**src/rtl/id_ex_if.sv**
```systemverilog
// Decode-to-execute bundle for the ID/EX register: decoded fields in,
// registered fields out, plus the load-use stall and bubble counter.
interface id_ex_if #(
    parameter int CNT_W = 32
);
    logic             mem_stall_i;
    logic             MemWrite_i, MemRead_i, MemToReg_i, ALUSrc_i, RegWrite_i;
    logic [1:0]       ALUOp_i;
    logic [31:0]      RS1data_i, RS2data_i, Imm_i;
    logic [9:0]       Funct_i;
    logic [4:0]       RS1addr_i, RS2addr_i, RDaddr_i;

    logic             MemWrite_o, MemRead_o, MemToReg_o, ALUSrc_o, RegWrite_o;
    logic [1:0]       ALUOp_o;
    logic [31:0]      RS1data_o, RS2data_o, Imm_o;
    logic [9:0]       Funct_o;
    logic [4:0]       RS1addr_o, RS2addr_o, RDaddr_o;
    logic             Stall_o, PCWrite_o;
    logic [CNT_W-1:0] bubble_cnt_o;

    modport master (
        output mem_stall_i, MemWrite_i, MemRead_i, MemToReg_i, ALUSrc_i, RegWrite_i,
               ALUOp_i, RS1data_i, RS2data_i, Imm_i, Funct_i, RS1addr_i, RS2addr_i,
               RDaddr_i,
        input  MemWrite_o, MemRead_o, MemToReg_o, ALUSrc_o, RegWrite_o, ALUOp_o,
               RS1data_o, RS2data_o, Imm_o, Funct_o, RS1addr_o, RS2addr_o, RDaddr_o,
               Stall_o, PCWrite_o, bubble_cnt_o
    );

    modport slave (
        input  mem_stall_i, MemWrite_i, MemRead_i, MemToReg_i, ALUSrc_i, RegWrite_i,
               ALUOp_i, RS1data_i, RS2data_i, Imm_i, Funct_i, RS1addr_i, RS2addr_i,
               RDaddr_i,
        output MemWrite_o, MemRead_o, MemToReg_o, ALUSrc_o, RegWrite_o, ALUOp_o,
               RS1data_o, RS2data_o, Imm_o, Funct_o, RS1addr_o, RS2addr_o, RDaddr_o,
               Stall_o, PCWrite_o, bubble_cnt_o
    );
endinterface

```
**src/rtl/id_ex_stage.sv**
```systemverilog
// ID/EX pipeline register with load-use hazard detection: one bubble per
// dependency on a load still in EX, full hold while the memory stage stalls.
module id_ex_stage #(
    parameter int CNT_W = 32
) (
    input  logic   clk_i,
    input  logic   rst_i,
    id_ex_if.slave bus
);
    typedef struct packed {
        logic       mem_write;
        logic       mem_read;
        logic       mem_to_reg;
        logic       alu_src;
        logic       reg_write;
        logic [1:0] alu_op;
    } ctrl_t;

    typedef struct packed {
        logic [31:0] rs1_data;
        logic [31:0] rs2_data;
        logic [31:0] imm;
        logic [9:0]  funct;
        logic [4:0]  rs1_addr;
        logic [4:0]  rs2_addr;
        logic [4:0]  rd_addr;
    } data_t;

    ctrl_t            ctrl_in, ctrl_d, ctrl_q;
    data_t            data_in, data_d, data_q;
    logic [CNT_W-1:0] cnt_d, cnt_q;
    logic             use_rs2;
    logic             hazard;

    assign ctrl_in = {bus.MemWrite_i, bus.MemRead_i, bus.MemToReg_i, bus.ALUSrc_i,
                      bus.RegWrite_i, bus.ALUOp_i};
    assign data_in = {bus.RS1data_i, bus.RS2data_i, bus.Imm_i, bus.Funct_i,
                      bus.RS1addr_i, bus.RS2addr_i, bus.RDaddr_i};

    // R-type, branch and store read rs2; an immediate-form non-store does not.
    assign use_rs2 = ~bus.ALUSrc_i | bus.MemWrite_i;
    assign hazard  = ctrl_q.mem_read && (data_q.rd_addr != 5'd0) &&
                     ((data_q.rd_addr == bus.RS1addr_i) ||
                      (use_rs2 && (data_q.rd_addr == bus.RS2addr_i)));

    always_comb begin
        // NOTE: every always_comb output gets a default first so no path leaves it unassigned (no latch).
        ctrl_d = ctrl_q;
        data_d = data_q;
        cnt_d  = cnt_q;
        if (!bus.mem_stall_i) begin
            data_d = data_in;
            if (hazard) begin
                ctrl_d = '0;
                if (!(&cnt_q)) cnt_d = cnt_q + CNT_W'(1);
            end else begin
                ctrl_d = ctrl_in;
            end
        end
    end

    always_ff @(posedge clk_i or negedge rst_i) begin
        // NOTE: sequential state uses non-blocking assignments so every register samples pre-edge values.
        if (!rst_i) begin
            ctrl_q <= '0;
            data_q <= '0;
            cnt_q  <= '0;
        end else begin
            ctrl_q <= ctrl_d;
            data_q <= data_d;
            cnt_q  <= cnt_d;
        end
    end

    assign bus.MemWrite_o   = ctrl_q.mem_write;
    assign bus.MemRead_o    = ctrl_q.mem_read;
    assign bus.MemToReg_o   = ctrl_q.mem_to_reg;
    assign bus.ALUSrc_o     = ctrl_q.alu_src;
    assign bus.RegWrite_o   = ctrl_q.reg_write;
    assign bus.ALUOp_o      = ctrl_q.alu_op;
    assign bus.RS1data_o    = data_q.rs1_data;
    assign bus.RS2data_o    = data_q.rs2_data;
    assign bus.Imm_o        = data_q.imm;
    assign bus.Funct_o      = data_q.funct;
    assign bus.RS1addr_o    = data_q.rs1_addr;
    assign bus.RS2addr_o    = data_q.rs2_addr;
    assign bus.RDaddr_o     = data_q.rd_addr;
    assign bus.Stall_o      = hazard;
    assign bus.PCWrite_o    = ~hazard;
    assign bus.bubble_cnt_o = cnt_q;
endmodule

```
**src/flat_wrapper.sv**
```systemverilog
// flat-port wrapper written by rule: the top's interface ports become plain ports
module id_ex_stage_flat 
#(
    parameter int CNT_W = 32
)
  (clk_i, rst_i, bus_mem_stall_i, bus_MemWrite_i, bus_MemRead_i, bus_MemToReg_i, bus_ALUSrc_i, bus_RegWrite_i, bus_ALUOp_i, bus_RS1data_i, bus_RS2data_i, bus_Imm_i, bus_Funct_i, bus_RS1addr_i, bus_RS2addr_i, bus_RDaddr_i, bus_MemWrite_o, bus_MemRead_o, bus_MemToReg_o, bus_ALUSrc_o, bus_RegWrite_o, bus_ALUOp_o, bus_RS1data_o, bus_RS2data_o, bus_Imm_o, bus_Funct_o, bus_RS1addr_o, bus_RS2addr_o, bus_RDaddr_o, bus_Stall_o, bus_PCWrite_o, bus_bubble_cnt_o);
  id_ex_if #(.CNT_W(CNT_W)) bus_i ();
  input  logic clk_i;
  input  logic rst_i;
  input wire logic [$bits(bus_i.mem_stall_i)-1:0] bus_mem_stall_i;
  input wire logic [$bits(bus_i.MemWrite_i)-1:0] bus_MemWrite_i;
  input wire logic [$bits(bus_i.MemRead_i)-1:0] bus_MemRead_i;
  input wire logic [$bits(bus_i.MemToReg_i)-1:0] bus_MemToReg_i;
  input wire logic [$bits(bus_i.ALUSrc_i)-1:0] bus_ALUSrc_i;
  input wire logic [$bits(bus_i.RegWrite_i)-1:0] bus_RegWrite_i;
  input wire logic [$bits(bus_i.ALUOp_i)-1:0] bus_ALUOp_i;
  input wire logic [$bits(bus_i.RS1data_i)-1:0] bus_RS1data_i;
  input wire logic [$bits(bus_i.RS2data_i)-1:0] bus_RS2data_i;
  input wire logic [$bits(bus_i.Imm_i)-1:0] bus_Imm_i;
  input wire logic [$bits(bus_i.Funct_i)-1:0] bus_Funct_i;
  input wire logic [$bits(bus_i.RS1addr_i)-1:0] bus_RS1addr_i;
  input wire logic [$bits(bus_i.RS2addr_i)-1:0] bus_RS2addr_i;
  input wire logic [$bits(bus_i.RDaddr_i)-1:0] bus_RDaddr_i;
  output wire logic [$bits(bus_i.MemWrite_o)-1:0] bus_MemWrite_o;
  output wire logic [$bits(bus_i.MemRead_o)-1:0] bus_MemRead_o;
  output wire logic [$bits(bus_i.MemToReg_o)-1:0] bus_MemToReg_o;
  output wire logic [$bits(bus_i.ALUSrc_o)-1:0] bus_ALUSrc_o;
  output wire logic [$bits(bus_i.RegWrite_o)-1:0] bus_RegWrite_o;
  output wire logic [$bits(bus_i.ALUOp_o)-1:0] bus_ALUOp_o;
  output wire logic [$bits(bus_i.RS1data_o)-1:0] bus_RS1data_o;
  output wire logic [$bits(bus_i.RS2data_o)-1:0] bus_RS2data_o;
  output wire logic [$bits(bus_i.Imm_o)-1:0] bus_Imm_o;
  output wire logic [$bits(bus_i.Funct_o)-1:0] bus_Funct_o;
  output wire logic [$bits(bus_i.RS1addr_o)-1:0] bus_RS1addr_o;
  output wire logic [$bits(bus_i.RS2addr_o)-1:0] bus_RS2addr_o;
  output wire logic [$bits(bus_i.RDaddr_o)-1:0] bus_RDaddr_o;
  output wire logic [$bits(bus_i.Stall_o)-1:0] bus_Stall_o;
  output wire logic [$bits(bus_i.PCWrite_o)-1:0] bus_PCWrite_o;
  output wire logic [$bits(bus_i.bubble_cnt_o)-1:0] bus_bubble_cnt_o;
  assign bus_i.mem_stall_i = bus_mem_stall_i;
  assign bus_i.MemWrite_i = bus_MemWrite_i;
  assign bus_i.MemRead_i = bus_MemRead_i;
  assign bus_i.MemToReg_i = bus_MemToReg_i;
  assign bus_i.ALUSrc_i = bus_ALUSrc_i;
  assign bus_i.RegWrite_i = bus_RegWrite_i;
  assign bus_i.ALUOp_i = bus_ALUOp_i;
  assign bus_i.RS1data_i = bus_RS1data_i;
  assign bus_i.RS2data_i = bus_RS2data_i;
  assign bus_i.Imm_i = bus_Imm_i;
  assign bus_i.Funct_i = bus_Funct_i;
  assign bus_i.RS1addr_i = bus_RS1addr_i;
  assign bus_i.RS2addr_i = bus_RS2addr_i;
  assign bus_i.RDaddr_i = bus_RDaddr_i;
  assign bus_MemWrite_o = bus_i.MemWrite_o;
  assign bus_MemRead_o = bus_i.MemRead_o;
  assign bus_MemToReg_o = bus_i.MemToReg_o;
  assign bus_ALUSrc_o = bus_i.ALUSrc_o;
  assign bus_RegWrite_o = bus_i.RegWrite_o;
  assign bus_ALUOp_o = bus_i.ALUOp_o;
  assign bus_RS1data_o = bus_i.RS1data_o;
  assign bus_RS2data_o = bus_i.RS2data_o;
  assign bus_Imm_o = bus_i.Imm_o;
  assign bus_Funct_o = bus_i.Funct_o;
  assign bus_RS1addr_o = bus_i.RS1addr_o;
  assign bus_RS2addr_o = bus_i.RS2addr_o;
  assign bus_RDaddr_o = bus_i.RDaddr_o;
  assign bus_Stall_o = bus_i.Stall_o;
  assign bus_PCWrite_o = bus_i.PCWrite_o;
  assign bus_bubble_cnt_o = bus_i.bubble_cnt_o;
  id_ex_stage #(.CNT_W(CNT_W)) u_core (.clk_i(clk_i), .rst_i(rst_i), .bus(bus_i));
endmodule
```
**config.mk**
```make
export PLATFORM = sky130hd
export DESIGN_NAME = id_ex_stage_flat
export DESIGN_NICKNAME = d
export VERILOG_FILES = /design/src/rtl/id_ex_if.sv /design/src/rtl/id_ex_stage.sv /design/src/flat_wrapper.sv
export SDC_FILE = /design/constraint.sdc
export NUM_CORES = 1
export LEC_CHECK = 0
export BUFFER_PORTS_ARGS = -buffer_cell sky130_fd_sc_hd__buf_2
export CAP_MARGIN = 20
export CORE_MARGIN = 10
export CORE_UTILIZATION = 51
export CTS_BUF_LIST = sky130_fd_sc_hd__clkbuf_8 sky130_fd_sc_hd__clkbuf_16
export DETAILED_ROUTE_END_ITERATION = 6
export PLACE_DENSITY = 0.91
export RECOVER_POWER = 100
export SLEW_MARGIN = 40
export SYNTH_ARGS = -nofsm -noshare
export SYNTH_HDL_FRONTEND = slang
export SYNTH_SLANG_ARGS = --single-unit
```
**constraint.sdc**
```tcl
create_clock -name clk_i -period 5.4 [get_ports clk_i]
set_clock_uncertainty 0.2 [all_clocks]
set_input_delay 1.08 -clock clk_i [delete_from_list [all_inputs] [get_ports clk_i]]
set_output_delay 1.08 -clock clk_i [all_outputs]
set_load 0.005 [all_outputs]
```
==> impl_metrics.toml <==
[global_route]
grt_pass1_vias = 5387
grt_max_degree = 89
grt_overflow = 0
grtUsageTotal_pct = 20.1
antenna_found_initial = 0
grt_pass1_wl_mm = 28.5

[synth]
synth_area_leaders = "dfrtp_1 (62%), mux2_2 (21%), xor2_1 (3.7%)"
ys_seq_elements = 160
async_reset_ff_share_pct = 100
synth_ff_type = "dfrtp_1"
ys_seq_area_share_pct = 61.9
synth.most_common_cell = "dfrtp_1"
yosysTopAreaCell = "dfrtp_1"
synth_top_area_share_pct = 61.9
ys_types = 38
syn_area_sq_um = 6470
synth_cells = 454
syn_nets = 586
synth_edf_count = 0
yosysWarnings = 0
synth_common_cells = "dfrtp_1 (160), mux2_2 (122), nand2_1 (27), xor2_1 (27), clkbuf_1 (17)"
avgSynthCellArea_sq_um = 14.3

[flow_run]
cap_violations = 3

[detailed_routing]
wl_per_cell_um = 19.1
drc = 0
drt-total-wl_mm = 17.8
drtIter0Drc = 267
viasPerCell = 5.14
ant_nets = 0
vias = 4777
drtPass1Iterations = 4

[timing]
hold_slack_ps = 286
timing.final.max_slew_violations = 151
maxSlewHeadroom_pct = -34.7
fin_crit_sh_pct = 71.5
rsz0062_at_grt = "no"
post-route-min-period_ps = 3860
finalSetupTns_ps = 0
fmax_mhz = 259
worst-slew-pin-transition_ps = 2020
finalSetupViolations = 0
hold_viol = 0

[cells_and_area]
multi_input_area_sq_um = 2320
instances_no_fill = 930
syn2layout_area_growth_pct = 30.7
final-seq-area_sq_um = 4000
layout-drive-gt1-share_pct = 39.1
n_antenna_cell = 0
nets = 880
nFillCells = 1014

[placement]
placed_cells = 901
dp_hpwl_mm = 13.8
port-buffer-count = 292
gp_congestion = 0.793

[cts]
cts_buffer_depth = 2
ctsResizeCount = 0
clkLatencyLatePin_ps = 410
root_buffer = "clkbuf_16"
hold_buffers = 0
path_clk_slew_ps = 60
numCtsBuffers = 17
cts_tree = "yes"
post_cts_buffers = 0
cts.sinks = 160
htree_levels = 4

[run_status]
status = "complete, but fails checks"
violations = "capacitance limit, slew limit"

[critical_path]
cp.required_ps = 5490
worstPathArrival_ps = 3960
startpoint_type = "register"
cp-end-kind = "register"
worstSetupPathType = "reg2reg"
path_max_fanout = 23

[power_and_ir_drop]
p_per_area_nw_per_um2 = 346
peakVddDrop_mv = 0.228
p_leak_nw = 3.92

[die]
core_area_sq_um = 12500
io_pins = 293
initial_utilization_pct = 51.7
dieArea_sq_um = 17600
rows = 41
die-width_um = 133
die_y_um = 133

[worst_hold_path]
hold_path.class = "reg2reg"
## path summary, 6_finish.rpt
check,end,cells after the start,slack (ps),from
max,u_core.bus.bubble_cnt_o[1]$_DFFE_PN0P_,6,1540,u_core.bus.bubble_cnt_o[13]$_DFFE_PN0P_
min reg2reg,u_core.bus.bubble_cnt_o[7]$_DFFE_PN0P_,1,290,u_core.bus.bubble_cnt_o[7]$_DFFE_PN0P_
max in group asynchronous,u_core.bus.Imm_o[20]$_DFFE_PN0N_,2,2330,rst_i
max reg2reg,u_core.bus.bubble_cnt_o[1]$_DFFE_PN0P_,6,1540,u_core.bus.bubble_cnt_o[13]$_DFFE_PN0P_
min in group asynchronous,u_core.bus.RS1addr_o[0]$_DFFE_PN0N_,1,460,rst_i
min,u_core.bus.bubble_cnt_o[7]$_DFFE_PN0P_,1,290,u_core.bus.bubble_cnt_o[7]$_DFFE_PN0P_
## layout by cell type (no fill, tap or decap), types with 2 or more instances in the layout
cell type	count
and3_1	3
and4_1	2
buf_2	145
buf_6	2
bufinv_16	4
clkbuf_1	146
clkbuf_16	17
clkbuf_8	2
clkinv_2	3
dfrtp_1	160
inv_1	6
mux2_1	3
mux2_2	120
nand2_1	28
nand2b_1	3
nand3_1	11
nand4_1	5
nor2_1	9
nor3_1	10
nor4_1	12
nor4b_1	3
o21ai_0	8
or3_1	2
or4_1	3
xnor2_1	12
xor2_1	27
## kinds of logic after synthesis
group,count (synthesis),synth area share (%)
simple gates,95,8.16
xor+xnor,39,5.28
mux,124,21.6
flops,160,61.9
buf+inv,23,1.59
compound gates,12,1.28
fa+ha+maj,1,0.193
## critical path, stage by stage (launching register included)
cell	delay (ps)
dfrtp_1	430
and3_1	260
nand4_1	310
or4_1	620
o211ai_1	1290
nor2_1	250
mux2_4	380
## through the flow
stage / setup slack [ps] / utilization (%) / cell area [sq um] / power (mW)
2_1_floorplan: 2210 / - / 6470 / 1.53
3_3_place_gp: 1880 / 64.6 / 8090 / 1.74
3_5_place_dp: 1820 / 64.7 / 8100 / 1.76
4_1_cts: 1820 / 69.5 / 8690 / 2.98
5_1_grt: 1170 / 67.6 / 8460 / 3.05
6_report: 1540 / 67.6 / 8460 / 2.93
## power breakdown
part           internal, mW  total (mW)  switching, mW
Combinational         0.179       0.342          0.163
Clock                 0.783        1.22          0.441
Sequential             1.30        1.36         0.0623
## registers in the layout (all words and copies together), names as in the netlist, 2 cells and up
name / flops
u_core.bus.RS2data_o: 32
u_core.bus.Funct_o: 10
u_core.bus.RS1addr_o: 5
u_core.bus.bubble_cnt_o: 32
u_core.bus.ALUOp_o: 2
u_core.bus.Imm_o: 32
u_core.bus.RS1data_o: 32
u_core.bus.RDaddr_o: 5
u_core.bus.RS2addr_o: 5
## final cells by class
type,count,area share (%)
inverter,3,0.133
clock buffer,19,5.35
sequential,160,47.3
multi-input combinational,271,27.4
tap,172,2.54
timing repair buffer,295,15.5
clock inverter,10,1.73
## metal layers
layer	global-route usage [%]	vias up	part of all wire, %
met5	0	-	0
met4	7.70	0	2.0
met3	7.91	31	8.0
met2	36.7	186	55
met1	20.0	2366	35
li1	-	2194	-
(Power assumes the default switching activity.)
